`src/rtl/vga_frame_engine_if.sv`:
```
// Video-side bundle of vga_frame_engine: painter colour in, timing, syncs and colour out.
// Latency: none, wiring only.
// Backpressure: none, the raster is free-running and consumers follow pixel_tick.
interface vga_frame_engine_if #(
    parameter int RGB_W = 3
);
    logic [RGB_W-1:0] pix_rgb_in;
    logic             test_mode;
    logic             pixel_tick;
    logic [9:0]       pixel_x;
    logic [9:0]       pixel_y;
    logic             hsync;
    logic             vsync;
    logic             video_on;
    logic [RGB_W-1:0] rgb;
    logic             frame_start;
    logic             blink;

    // The engine drives timing and colour, the painter/display side supplies colour and mode.
    modport master (
        input  pix_rgb_in, test_mode,
        output pixel_tick, pixel_x, pixel_y, hsync, vsync, video_on, rgb, frame_start, blink
    );

    modport slave (
        output pix_rgb_in, test_mode,
        input  pixel_tick, pixel_x, pixel_y, hsync, vsync, video_on, rgb, frame_start, blink
    );
endinterface

```
`src/rtl/vga_frame_engine.sv`:
```
// Parametrised VGA raster timing, sync/colour alignment to the painter pipeline, frame_start and frame-locked blink.
// Latency: hsync/vsync/video_on/rgb appear PIPE_LAT+1 pixel ticks after the matching pixel_x/pixel_y.
// Backpressure: none; free-running. Optional colour-bar source is enabled by defining VGA_TESTPAT_EN.
module vga_frame_engine #(
    parameter int CLK_DIV      = 4,
    parameter int H_ACT        = 640,
    parameter int H_FP         = 16,
    parameter int H_SYNC       = 96,
    parameter int H_BP         = 48,
    parameter int V_ACT        = 480,
    parameter int V_FP         = 10,
    parameter int V_SYNC       = 2,
    parameter int V_BP         = 33,
    parameter int SYNC_POL     = 0,
    parameter int PIPE_LAT     = 2,
    parameter int RGB_W        = 3,
    parameter int BLINK_FRAMES = 30
) (
    input  logic              clk_100MHz,
    input  logic              reset,
    vga_frame_engine_if.master vif
);
    localparam int H_TOTAL = H_ACT + H_FP + H_SYNC + H_BP;
    localparam int V_TOTAL = V_ACT + V_FP + V_SYNC + V_BP;
    localparam int DIV_W   = (CLK_DIV > 1) ? $clog2(CLK_DIV) : 1;
    localparam int FC_W    = (BLINK_FRAMES > 1) ? $clog2(BLINK_FRAMES) : 1;
    // A zero-latency build still declares one (unused) stage so the array is never empty.
    localparam int DL_N    = (PIPE_LAT > 0) ? PIPE_LAT : 1;

    localparam logic [DIV_W-1:0] DIV_LAST = DIV_W'(CLK_DIV - 1);
    localparam logic [FC_W-1:0]  FC_LAST  = FC_W'(BLINK_FRAMES - 1);
    localparam logic [9:0] X_LAST = 10'(H_TOTAL - 1);
    localparam logic [9:0] Y_LAST = 10'(V_TOTAL - 1);
    localparam logic [9:0] X_ACT  = 10'(H_ACT);
    localparam logic [9:0] Y_ACT  = 10'(V_ACT);
    localparam logic [9:0] HS_BEG = 10'(H_ACT + H_FP);
    localparam logic [9:0] HS_END = 10'(H_ACT + H_FP + H_SYNC - 1);
    localparam logic [9:0] VS_BEG = 10'(V_ACT + V_FP);
    localparam logic [9:0] VS_END = 10'(V_ACT + V_FP + V_SYNC - 1);
    localparam logic       SYNC_ACT = (SYNC_POL != 0);

    typedef struct packed {
        logic hs;
        logic vs;
        logic von;
    } ctl_t;

    logic [DIV_W-1:0] div_cnt;
    logic [DIV_W-1:0] div_nxt;
    logic             tick_r;
    logic [9:0]       x_cnt;
    logic [9:0]       y_cnt;
    logic             x_last;
    logic             y_last;
    logic [FC_W-1:0]  frame_cnt;
    logic             blink_r;
    ctl_t             ctl_raw;
    ctl_t             ctl_dl [DL_N];
    ctl_t             ctl_d;
    logic [RGB_W-1:0] src_rgb;

    assign div_nxt = (div_cnt == DIV_LAST) ? '0 : div_cnt + 1'b1;
    assign x_last  = (x_cnt == X_LAST);
    assign y_last  = (y_cnt == Y_LAST);

    assign ctl_raw.hs  = (x_cnt >= HS_BEG) && (x_cnt <= HS_END);
    assign ctl_raw.vs  = (y_cnt >= VS_BEG) && (y_cnt <= VS_END);
    assign ctl_raw.von = (x_cnt < X_ACT) && (y_cnt < Y_ACT);
    assign ctl_d       = (PIPE_LAT == 0) ? ctl_raw : ctl_dl[DL_N-1];

`ifdef VGA_TESTPAT_EN
    logic [9:0]  x_dl [DL_N];
    logic [9:0]  x_d;
    logic [12:0] bar;

    assign x_d     = (PIPE_LAT == 0) ? x_cnt : x_dl[DL_N-1];
    assign bar     = {x_d, 3'b000} / 13'(H_ACT);
    assign src_rgb = vif.test_mode ? bar[RGB_W-1:0] : vif.pix_rgb_in;

    // Pixel x travels alongside the sync flags so the bar colour lines up with video_on.
    always_ff @(posedge clk_100MHz) begin
        if (reset) begin
            for (int i = 0; i < DL_N; i++) x_dl[i] <= '0;
        end else if (tick_r) begin
            x_dl[0] <= x_cnt;
            for (int i = 1; i < DL_N; i++) x_dl[i] <= x_dl[i-1];
        end
    end
`else
    logic unused_test_mode;

    assign unused_test_mode = vif.test_mode;
    assign src_rgb          = vif.pix_rgb_in;
`endif

    // Pixel-clock divider; the tick is registered so it stays low in the reset cycle.
    always_ff @(posedge clk_100MHz) begin
        if (reset) begin
            div_cnt <= '0;
            tick_r  <= 1'b0;
        end else begin
            div_cnt <= div_nxt;
            tick_r  <= (div_nxt == DIV_LAST);
        end
    end

    // Raster counters: x wraps at end of line, y advances on that same tick.
    always_ff @(posedge clk_100MHz) begin
        if (reset) begin
            x_cnt <= '0;
            y_cnt <= '0;
        end else if (tick_r) begin
            if (x_last) begin
                x_cnt <= '0;
                y_cnt <= y_last ? '0 : y_cnt + 1'b1;
            end else begin
                x_cnt <= x_cnt + 1'b1;
            end
        end
    end

    // Delay line matching the painter latency; reset fills it with blanking/idle.
    always_ff @(posedge clk_100MHz) begin
        if (reset) begin
            for (int i = 0; i < DL_N; i++) ctl_dl[i] <= '0;
        end else if (tick_r) begin
            ctl_dl[0] <= ctl_raw;
            for (int i = 1; i < DL_N; i++) ctl_dl[i] <= ctl_dl[i-1];
        end
    end

    // Output registers load the aligned flags and the painter colour once per pixel.
    always_ff @(posedge clk_100MHz) begin
        if (reset) begin
            vif.hsync    <= ~SYNC_ACT;
            vif.vsync    <= ~SYNC_ACT;
            vif.video_on <= 1'b0;
            vif.rgb      <= '0;
        end else if (tick_r) begin
            vif.hsync    <= ctl_d.hs ^ ~SYNC_ACT;
            vif.vsync    <= ctl_d.vs ^ ~SYNC_ACT;
            vif.video_on <= ctl_d.von;
            vif.rgb      <= ctl_d.von ? src_rgb : '0;
        end
    end

    // Blink flips every BLINK_FRAMES completed frames.
    always_ff @(posedge clk_100MHz) begin
        if (reset) begin
            frame_cnt <= '0;
            blink_r   <= 1'b0;
        end else if (vif.frame_start) begin
            if (frame_cnt == FC_LAST) begin
                frame_cnt <= '0;
                blink_r   <= ~blink_r;
            end else begin
                frame_cnt <= frame_cnt + 1'b1;
            end
        end
    end

    assign vif.pixel_tick  = tick_r;
    assign vif.pixel_x     = x_cnt;
    assign vif.pixel_y     = y_cnt;
    assign vif.frame_start = tick_r && x_last && y_last;
    assign vif.blink       = blink_r;
endmodule
```
`src/flat_wrapper.sv`:
```
// flat-port wrapper written by rule: the top's interface ports become plain ports
module vga_frame_engine_flat 
#(
    parameter int CLK_DIV      = 4,
    parameter int H_ACT        = 640,
    parameter int H_FP         = 16,
    parameter int H_SYNC       = 96,
    parameter int H_BP         = 48,
    parameter int V_ACT        = 480,
    parameter int V_FP         = 10,
    parameter int V_SYNC       = 2,
    parameter int V_BP         = 33,
    parameter int SYNC_POL     = 0,
    parameter int PIPE_LAT     = 2,
    parameter int RGB_W        = 3,
    parameter int BLINK_FRAMES = 30
)
  (clk_100MHz, reset, vif_pix_rgb_in, vif_test_mode, vif_pixel_tick, vif_pixel_x, vif_pixel_y, vif_hsync, vif_vsync, vif_video_on, vif_rgb, vif_frame_start, vif_blink);
  vga_frame_engine_if #(.RGB_W(RGB_W)) vif_i ();
  input  logic clk_100MHz;
  input  logic reset;
  input wire logic [$bits(vif_i.pix_rgb_in)-1:0] vif_pix_rgb_in;
  input wire logic [$bits(vif_i.test_mode)-1:0] vif_test_mode;
  output wire logic [$bits(vif_i.pixel_tick)-1:0] vif_pixel_tick;
  output wire logic [$bits(vif_i.pixel_x)-1:0] vif_pixel_x;
  output wire logic [$bits(vif_i.pixel_y)-1:0] vif_pixel_y;
  output wire logic [$bits(vif_i.hsync)-1:0] vif_hsync;
  output wire logic [$bits(vif_i.vsync)-1:0] vif_vsync;
  output wire logic [$bits(vif_i.video_on)-1:0] vif_video_on;
  output wire logic [$bits(vif_i.rgb)-1:0] vif_rgb;
  output wire logic [$bits(vif_i.frame_start)-1:0] vif_frame_start;
  output wire logic [$bits(vif_i.blink)-1:0] vif_blink;
  assign vif_i.pix_rgb_in = vif_pix_rgb_in;
  assign vif_i.test_mode = vif_test_mode;
  assign vif_pixel_tick = vif_i.pixel_tick;
  assign vif_pixel_x = vif_i.pixel_x;
  assign vif_pixel_y = vif_i.pixel_y;
  assign vif_hsync = vif_i.hsync;
  assign vif_vsync = vif_i.vsync;
  assign vif_video_on = vif_i.video_on;
  assign vif_rgb = vif_i.rgb;
  assign vif_frame_start = vif_i.frame_start;
  assign vif_blink = vif_i.blink;
  vga_frame_engine #(.CLK_DIV(CLK_DIV), .H_ACT(H_ACT), .H_FP(H_FP), .H_SYNC(H_SYNC), .H_BP(H_BP), .V_ACT(V_ACT), .V_FP(V_FP), .V_SYNC(V_SYNC), .V_BP(V_BP), .SYNC_POL(SYNC_POL), .PIPE_LAT(PIPE_LAT), .RGB_W(RGB_W), .BLINK_FRAMES(BLINK_FRAMES)) u_core (.clk_100MHz(clk_100MHz), .reset(reset), .vif(vif_i));
endmodule
```
`config.mk`:
```
export PLATFORM = sky130hd
export DESIGN_NAME = vga_frame_engine_flat
export DESIGN_NICKNAME = d
export VERILOG_FILES = /design/src/rtl/vga_frame_engine_if.sv /design/src/rtl/vga_frame_engine.sv /design/src/flat_wrapper.sv
export SDC_FILE = /design/constraint.sdc
export NUM_CORES = 1
export LEC_CHECK = 0
export CAP_MARGIN = 25
export CORE_MARGIN = 2
export CORE_UTILIZATION = 43
export CTS_CLUSTER_DIAMETER = 150
export DETAILED_ROUTE_END_ITERATION = 16
export PLACE_DENSITY = 0.77
export SKIP_CTS_REPAIR_TIMING = 1
export SYNTH_ARGS = -nofsm -noshare
export SYNTH_HDL_FRONTEND = slang
export SYNTH_SLANG_ARGS = --single-unit
```
`constraint.sdc`:
```
create_clock -name clk_100MHz -period 4.3 [get_ports clk_100MHz]
set_input_delay 0.86 -clock clk_100MHz [delete_from_list [all_inputs] [get_ports clk_100MHz]]
set_output_delay 0.86 -clock clk_100MHz [all_outputs]
set_load 0.02 [all_outputs]
```
==> summary.md, run 1 <==
| Metric | Value |
|---|---|
| DR vias | `1,600` |
| Initial Utilization | `0.449` |
| Die area | `5100 um2` |
| Initial detailed-routing violation count | `51` |
| Mux contribution to synthesized area | `0.0102` |
| Residual DRC count | `0` |
| Avg Inst Size Synth | `~9.5 um2` |
| Routability Congestion | `roughly 0.83` |
| Placed cell area | `2310 um2` |
| ANT nets after route | `0` |
| Mapped cell area | `approximately 2000 um2` |
| Synth top area cells | `dfxtp_1 (36%), edfxtp_1 (9.2%), ha_1 (5.1%), xor2_1 (3.6%), nand3_1 (3.3%)` |
| Critical path class | `reg -> out` |
| Clock Latency Late Sink | `0.29 ns` |
| HPWL after DPL | `approximately 2.6 mm` |
| Power per cell area | `306 nW/um2` |
| Number of synthesized register bits | `a little over 40` |
| Register area share after synthesis | `0.451` |
| Worst VDD drop | `between 0.3 and 0.4 mV` |
| Commonest non-fill, non-tap cells in the layout | `dfxtp_1 (35), clkdlybuf4s50_1 (33), nor2_1 (13), nand3_1 (13)` |
| Area growth syn-to-layout | `23.9%` |
| Via-to-Cell Ratio | `5.50` |
| R2R setup slack | `between 2 and 2.5 ns` |
| CTS Buf Count | `5` |
| Storage cell area | `between 800 and 900 um2` |
| Final worst-path cycle share | `0.722` |
| # port buffers | `33` |
| Leak | `0.000820 uW` |
| Relative slew slack | `0.724` |
| Die width | `roughly 71 um` |
| Number of diodes | `0` |
| Core area | `about 4400 um2` |
| # rows | `24` |
| Clock Path Buffers | `2` |
| Routed len/inst | `approximately 13 um` |
| Worst-path clk slew | `around 0.080 ns` |
| Post-synthesis compound-gate area fraction | `0.0928` |
| Area taken by multi-input logic gates | `986 um2` |
| Final slew viol count | `0` |
| CP Max Fanout | `14` |
| CTS tree | `built` |
| Worst setup margin | `about 1.2 ns` |
| Total GRT Usage | `0.160` |
| Commonest non-fill, non-tap cell in the layout | `dfxtp_1` |
| Clock root cell | `clkbuf_8` |
| CP Launch Type | `flop` |
| Setup Skew | `0.00791 ns` |
| DP Worst Slack | `~1.5 ns` |
| Area leader, netlist | `dfxtp_1` |
| Gate Count Post-Synth | `206` |
| Final core utilization | `0.556` |
| First-pass GRT wire length | `roughly 6.6 mm` |
| Ports | `35` |
| F_max | `approximately 320 MHz` |
| Filler cell count | `417` |
| Largest net degree at the start of global routing | `29` |
| TNS Setup | `0 ns` |
| Tmin final | `between 3 and 4 ns` |
| Critical Path RT | `3.44 ns` |
| Syn_nets | `between 200 and 250` |
| HP Class | `reg -> reg` |
| Final setup violation count | `0` |
| Clock sink count | `slightly above 40` |
| Vias in the first global route | `~1,400` |
| Initial antenna violation count | `0` |
| Top-area cell type share of the netlist area | `0.359` |
| Initial DRT Pass Iterations | `4` |
| WL final | `between 3 and 4 mm` |
| Layout cell share with drive strength beyond 1 | `0.0628` |
| Status | `finished clean` |
| # nets final | `252` |
| Synth Area in Adders | `0.0512` |
| Grt ovf | `0` |
| Largest family of logic cells by synthesized area | `simple AND/OR/NAND/NOR gates` |
| Tightest Pin Transition | `roughly 0.41 ns` |
| Max-cap violations | `0` |
| Die span in y | `slightly above 70 um` |
| Post-Synth Simple-Gate Area | `0.287` |
| RSZ-0062 raised after global routing | `no` |
| Worst path arrival time | `2.24 ns` |
| Final Hold Fails | `0` |
| Post-synthesis cell type count | `41` |
| CTS H-tree lvls | `2` |
| Crit end category | `output port` |
| Synth warn | `0` |
| XOR/XNOR Fraction of Synth Area | `0.0627` |
| Cell area after layout | `~2400 um2` |
## synth_stat cells
cell type and n:
mux2i_1 2, buf_1 1, nor4_1 3, nand4bb_1 1, and4_1 3, buf_6 2, o211ai_1 1, nor4bb_1 2
edfxtp_1 6, and3_2 1, nor4b_1 1, a21oi_1 12, and2_1 4, a21o_1 1, nor2_1 13, clkbuf_1 4
nor3_1 12, nand4_1 9, or4_1 6, nand2_1 6, and4b_1 3, inv_1 7, or2_2 1, ha_1 8
o31ai_1 5, a31oi_1 1, and4_2 1, xnor2_1 6, xor2_1 8, nand4b_1 1, clkbuf_2 1, nand2b_1 5
buf_2 3, o311ai_0 2, nand3_1 13, and3_1 3, dfxtp_1 35, o21ai_0 9, and4b_2 1, nand3_4 1
nor2b_1 2
## metrics by stage
stage / cells / power, uW / hold slack [ns]
6_report: 291 / 740 / 0.469
5_1_grt: 291 / 768 / 0.505
4_1_cts: 291 / 747 / 0.471
3_5_place_dp: 283 / 443 / 0.455
3_3_place_gp: 283 / 442 / 0.439
2_1_floorplan: 206 / 429 / 0.428
## final cells by class
type,instances,share of cell area
clock buffer,5,0.0284
timing repair buffer,36,0.146
clock inverter,3,0.0171
tap,52,0.0269
multi-input combinational,147,0.407
sequential,41,0.364
inverter,7,0.0109
## power breakdown
part	internal, uW	switching, uW
registers	397	4.03
clock network	171	135
logic	14.4	18.9
total	582	158
## routing by layer
metal  GRT usage  wire [um]  vias to the layer above
li1            -          -                      814
met1       0.208       1930                      752
met2       0.266       1730                       29
met3      0.0394        180                        5
met4      0.0440         45                        0
met5           0          0                        -
## worst paths after layout
path | start | to | depth (start not counted)
worst max-delay path | u_core.vif.pixel_x[1]$_SDFFE_PP0P_ | vif_frame_start | 5
worst min-delay path | u_core.vif.rgb[0]$_SDFFE_PP0P_ | u_core.vif.rgb[0]$_SDFFE_PP0P_ | 2
worst max register to register | u_core.vif.pixel_x[1]$_SDFFE_PP0P_ | u_core.vif.pixel_y[9]$_SDFFE_PP0N_ | 5
worst min register to register | u_core.vif.rgb[0]$_SDFFE_PP0P_ | u_core.vif.rgb[0]$_SDFFE_PP0P_ | 2
## kinds of logic (layout without fill, tap and decap cells)
family | Yosys count | in the layout
AOI/OAI and AO/OA | 31 | 31
adders and majority gates | 8 | 8
buffers and inverters | 18 | 51
muxes | 2 | 2
DFF | 41 | 41
and+or+nand+nor | 92 | 92
xor gates and xnor gates | 14 | 14
## state kept, by name, indices dropped and copies added (netlist names)
name / count
u_core.vif.video_on: 1
u_core.vif.pixel_tick: 1
u_core.ctl_dl: 6
u_core.vif.vsync: 1
u_core.div_cnt: 2
u_core.vif.blink: 1
u_core.frame_cnt: 5
u_core.vif.hsync: 1
u_core.vif.pixel_x: 10
u_core.vif.pixel_y: 10
u_core.vif.rgb: 3
## critical path, stage by stage, from the launching register on
cell and delay (ns):
dfxtp_1 0.37, ha_1 0.25, and4_1 0.39, nand3_4 0.18, nor2_1 0.14, clkdlybuf4s50_1 0.62
(Power assumes the default switching activity.)
==> run 2: changes to the inputs <==
--- a/config.mk
+++ b/config.mk
@@ -10,7 +10,7 @@
 export CORE_UTILIZATION = 43
 export CTS_CLUSTER_DIAMETER = 150
 export DETAILED_ROUTE_END_ITERATION = 16
-export PLACE_DENSITY = 0.77
+export PLACE_DENSITY = 0.8
 export SKIP_CTS_REPAIR_TIMING = 1
 export SYNTH_ARGS = -nofsm -noshare
 export SYNTH_HDL_FRONTEND = slang
==> constraint.sdc (replaced) <==
create_clock -name clk_100MHz -period 2.6 [get_ports clk_100MHz]
set_input_delay 0.52 -clock clk_100MHz [delete_from_list [all_inputs] [get_ports clk_100MHz]]
set_output_delay 0.52 -clock clk_100MHz [all_outputs]
set_load 0.02 [all_outputs]
==> summary.md, run 2 (synthesis results as in run 1) <==
| Metric | Value |
|---|---|
| Status | `finished clean` |
| Final worst-path cycle share | `0.834` |
| CTS Buf Count | `5` |
| CTS tree | `built` |
| Final setup violation count | `0` |
| Tmin final | `about 2.2 ns` |
| Routability Congestion | `between 0.7 and 0.8` |
| F_max | `461 MHz` |
| Part of the power in combinational logic | `0.045` |
| # port buffers | `33` |
| Clock Path Buffers | `2` |
| Design internal power | `between 900 and 1000 uW` |
| HP Class | `reg -> reg` |
| Residual DRC count | `0` |
| Routed len/inst | `around 14 um` |
| Vias in the first global route | `approximately 1,600` |
| Critical path class | `reg -> out` |
| Layout cell share with drive strength beyond 1 | `0.0854` |
| Die area | `just over 5000 um2` |
| Core area | `4350 um2` |
| TNS Setup | `0 ns` |
| Commonest non-fill, non-tap cells in the layout | `dfxtp_1 (35), clkdlybuf4s50_1 (32), nor2_1 (13), nand3_1 (13)` |
| Clock power frac | `0.407` |
| Clock Latency Late Sink | `0.29 ns` |
| CP Launch Type | `flop` |
| Worst path arrival time | `around 1.7 ns` |
| CTS H-tree lvls | `2` |
| Via-to-Cell Ratio | `approximately 5.6` |
| Leak | `between 0.0008 and 0.0009 uW` |
| Crit path cell chain | `ha_1, and4_1, nand3_4, nor2_1, dlymetal6s2s_1` |
| Max-cap violations | `0` |
| CP max-delay cell | `dfxtp_1` |
| Clock sink count | `41` |
| Switching portion of total power | `0.204` |
| Critical Path RT | `roughly 2.1 ns` |
| Die width | `roughly 71 um` |
| # nets final | `between 200 and 300` |
| Worst-path clk slew | `0.08 ns` |
| RSZ-0062 raised after global routing | `no` |
| Initial Utilization | `0.449` |
| ANT nets after route | `0` |
| Initial DRT Pass Iterations | `4` |
| Worst VDD drop | `0.334 mV` |
| Commonest non-fill, non-tap cell in the layout | `dfxtp_1` |
| Relative slew slack | `0.681` |
| Power per cell area | `490 nW/um2` |
| Crit path largest cell delay | `between 0.3 and 0.4 ns` |
| Area growth syn-to-layout | `26.5%` |
| Total GRT Usage | `0.167` |
| Hold_ws | `about 0.46 ns` |
| # rows | `24` |
| WL final | `around 4.1 mm` |
| R2R setup slack | `~0.56 ns` |
| Sequential Power Share | `0.548` |
| Initial antenna violation count | `0` |
| Largest net degree at the start of global routing | `28` |
| Filler cell count | `397` |
| Number of diodes | `0` |
| First-pass GRT wire length | `slightly below 7 mm` |
| Setup Skew | `between 0.005 and 0.006 ns` |
| Net Switching | `248 uW` |
| Grt ovf | `0` |
| Final Hold Fails | `0` |
| Crit end category | `output port` |
| CP Max Fanout | `5` |
| Die span in y | `around 71 um` |
| HPWL after DPL | `just under 3 mm` |
| Initial detailed-routing violation count | `between 70 and 80` |
| Clock root cell | `clkbuf_8` |
| DR vias | `between 1,500 and 2,000` |
| Final slew viol count | `0` |
| Tightest Pin Transition | `0.477 ns` |
| Ports | `35` |
-- run 2: power groups by stage --
stage	clock, uW	combinational, uW	sequential [uW]
global route	535	61.7	666
CTS	505	55.9	664
floorplan	0	27.6	682
global placement	0	53.7	678
finish	493	54.7	663
detailed placement	0	55.5	679
-- run 2: final timing paths --
check	start	end	depth (start not counted)
setup reg to reg	u_core.vif.pixel_x[0]$_SDFFE_PP0P_	u_core.vif.pixel_y[9]$_SDFFE_PP0N_	6
hold reg to reg	u_core.div_cnt[0]$_SDFF_PP0_	u_core.div_cnt[0]$_SDFF_PP0_	1
hold / removal	u_core.div_cnt[0]$_SDFF_PP0_	u_core.div_cnt[0]$_SDFF_PP0_	1
setup / recovery	u_core.vif.pixel_x[0]$_SDFFE_PP0P_	vif_frame_start	5
-- run 2: area by class of cell --
type,instances,area [um2],area share
clock buffers,6,72.6,0.0294
inverters,7,26.3,0.0106
clock inverters,2,33.8,0.0137
repair buffers,43,408,0.165
multi-input cells,147,986,0.399
well taps,52,65.1,0.0263
flip-flops and latches,41,881,0.356
-- run 2: through the flow --
stage               cell area (um2)  cells   util  total power (uW)  setup WS, ns
floorplan                      1950    206      -               710         0.521
finish                         2470    298  0.568              1210         0.432
detailed placement             2360    290  0.543               734         0.381
global placement               2360    290  0.543               731         0.365
CTS                            2470    298  0.567              1220        0.0309
global route                   2470    298  0.568              1260         0.330
-- run 2: per-layer routing --
metal,track usage,vias to the layer above,wire length (um)
met1,0.207,798,1860
li1,-,833,-
met2,0.290,33,2060
met3,0.0408,5,199
met4,0.0419,0,31
met5,0,-,0
-- run 2: worst max-delay path, delay by kind of cell, from the launching register on --
family / cells / cell delay [ns]
AND/OR/NAND/NOR: 3 / 0.52
flip-flops: 1 / 0.37
adder cells (fa/ha/maj): 1 / 0.24
buffers and inverters: 1 / 0.23
==> run 3: changes to the inputs <==
--- a/config.mk
+++ b/config.mk
@@ -10,7 +10,7 @@
 export CORE_UTILIZATION = 43
 export CTS_CLUSTER_DIAMETER = 150
 export DETAILED_ROUTE_END_ITERATION = 16
-export PLACE_DENSITY = 0.8
+export PLACE_DENSITY = 0.77
 export SKIP_CTS_REPAIR_TIMING = 1
 export SYNTH_ARGS = -nofsm -noshare
 export SYNTH_HDL_FRONTEND = slang
==> constraint.sdc (replaced) <==
create_clock -name clk_100MHz -period 2.2 [get_ports clk_100MHz]
set_input_delay 0.44 -clock clk_100MHz [delete_from_list [all_inputs] [get_ports clk_100MHz]]
set_output_delay 0.44 -clock clk_100MHz [all_outputs]
set_load 0.02 [all_outputs]
==> summary.md, run 3 (synthesis results as in run 1) <==
| Metric | Value |
|---|---|
| Critical path class | `reg -> out` |
| Crit path cell chain | `ha_1, and4_1, nand3_4, nor2_1, dlymetal6s2s_1` |
| Hold_ws | `0.467 ns` |
| Relative slew slack | `0.749` |
| Crit. path cell count | `5` |
| Core area | `4350 um2` |
| Clock sink count | `between 40 and 50` |
| DR vias | `~1,700` |
| Crit path to | `vif_frame_start` |
| Worst-path clk slew | `0.08 ns` |
| Crit path largest cell delay | `0.36 ns` |
| Vias in the first global route | `~1,600` |
| Initial DRT Pass Iterations | `4` |
| Total GRT Usage | `0.171` |
| Die width | `approximately 71 um` |
| Number of diodes | `0` |
| Worst Path Buf+Inv | `1` |
| First-pass GRT wire length | `6.95 mm` |
| Power per cell area | `564 nW/um2` |
| Final setup violation count | `0` |
| Critical path's top delay family | `simple AND/OR/NAND/NOR gates` |
| # rows | `24` |
| Initial Utilization | `0.449` |
| # nets final | `about 270` |
| ANT nets after route | `0` |
| CP Launch Type | `flop` |
| Routability Congestion | `0.875` |
| Max-cap violations | `0` |
| Commonest non-fill, non-tap cell in the layout | `dfxtp_1` |
| Residual DRC count | `0` |
| Layout cell share with drive strength beyond 1 | `0.146` |
| Cell area after layout | `between 2000 and 3000 um2` |
| CP max-delay cell | `dfxtp_1` |
| Tightest Pin Transition | `0.373 ns` |
| Crit end category | `output port` |
| Final worst-path cycle share | `0.918` |
| Worst setup margin | `0.180 ns` |
| Tmin final | `2.02 ns` |
| Clock Path Buffers | `2` |
| Via-to-Cell Ratio | `~5.5` |
| Worst Hold Depth | `1` |
| CTS H-tree lvls | `2` |
| CP Max Fanout | `2` |
| Final slew viol count | `0` |
| Clock Latency Late Sink | `around 0.30 ns` |
| TNS Setup | `0 ns` |
| R2r endpoint | `u_core.vif.pixel_y[9]$_SDFFE_PP0N_` |
| Largest net degree at the start of global routing | `19` |
| Final Hold Fails | `0` |
| HPWL after DPL | `roughly 3 mm` |
| Final std cells w/o fill | `312` |
| CTS Buf Count | `5` |
| HP Class | `reg -> reg` |
| Grt ovf | `0` |
| Initial antenna violation count | `0` |
| Worst path arrival time | `between 1.5 and 2 ns` |
| Initial detailed-routing violation count | `85` |
| Worst VDD drop | `roughly 0.40 mV` |
| Routed len/inst | `about 13 um` |
| Clock root cell | `clkbuf_8` |
| DP Worst Slack | `0.141 ns` |
| Die area | `a little over 5000 um2` |
| Leak | `between 0.0009 and 0.001 uW` |
| # port buffers | `33` |
| CTS tree | `built` |
| F_max | `slightly below 500 MHz` |
| R2r startpoint | `u_core.vif.pixel_x[0]$_SDFFE_PP0P_` |
| Ports | `35` |
| Placed cell area | `roughly 2500 um2` |
| Area growth syn-to-layout | `32.7%` |
| Worst reg2reg path depth | `6` |
| Setup Skew | `between 0.007 and 0.008 ns` |
| Status | `finished clean` |
| DP Cell Count | `roughly 300` |
| Commonest non-fill, non-tap cells in the layout | `dfxtp_1 (35), clkdlybuf4s50_1 (32), buf_4 (24)` |
| WL final | `around 4.1 mm` |
| Critical Path RT | `about 1.8 ns` |
| RSZ-0062 raised after global routing | `no` |
| Crit path from | `u_core.vif.pixel_x[0]$_SDFFE_PP0P_` |
| Die span in y | `about 71 um` |
| R2R setup slack | `roughly 0.30 ns` |
==> run 3: area by class of cell <==
cell class	instances	area, um2
multi-input cells	147	992
well taps	52	65.1
fillers	374	1760
clock buffers	5	68.8
flip-flops and latches	41	881
repair buffers	57	513
clock inverters	3	46.3
inverters	7	26.3
==> run 3: power by group <==
group          internal [uW]  switching [uW]
clock                    339             270
combinational           32.1            37.5
sequential               776            8.09
total                   1150             316
==> run 3: how the worst min path moves through the flow <==
stage / from / endpoint
after floorplan: u_core.div_cnt[0]$_SDFF_PP0_ / u_core.div_cnt[0]$_SDFF_PP0_
after global placement: u_core.div_cnt[0]$_SDFF_PP0_ / u_core.div_cnt[0]$_SDFF_PP0_
after detailed placement: u_core.div_cnt[0]$_SDFF_PP0_ / u_core.div_cnt[0]$_SDFF_PP0_
after CTS: u_core.div_cnt[0]$_SDFF_PP0_ / u_core.div_cnt[0]$_SDFF_PP0_
after global routing: u_core.vif.rgb[2]$_SDFFE_PP0P_ / u_core.vif.rgb[2]$_SDFFE_PP0P_
final: u_core.div_cnt[0]$_SDFF_PP0_ / u_core.div_cnt[0]$_SDFF_PP0_
==> run 3: metrics by stage <==
step	utilization	total power, uW
after floorplan	-	839
after global placement	0.567	869
after detailed placement	0.567	872
after CTS	0.593	1480
after global routing	0.595	1520
final	0.595	1460
==> run 3: per-layer routing <==
layer | up-vias | track usage | routed length (um)
met5 | - | 0 | 0
met4 | 0 | 0.0503 | 58
met3 | 7 | 0.0422 | 217
met2 | 39 | 0.285 | 1930
met1 | 804 | 0.219 | 1930
li1 | 858 | - | -
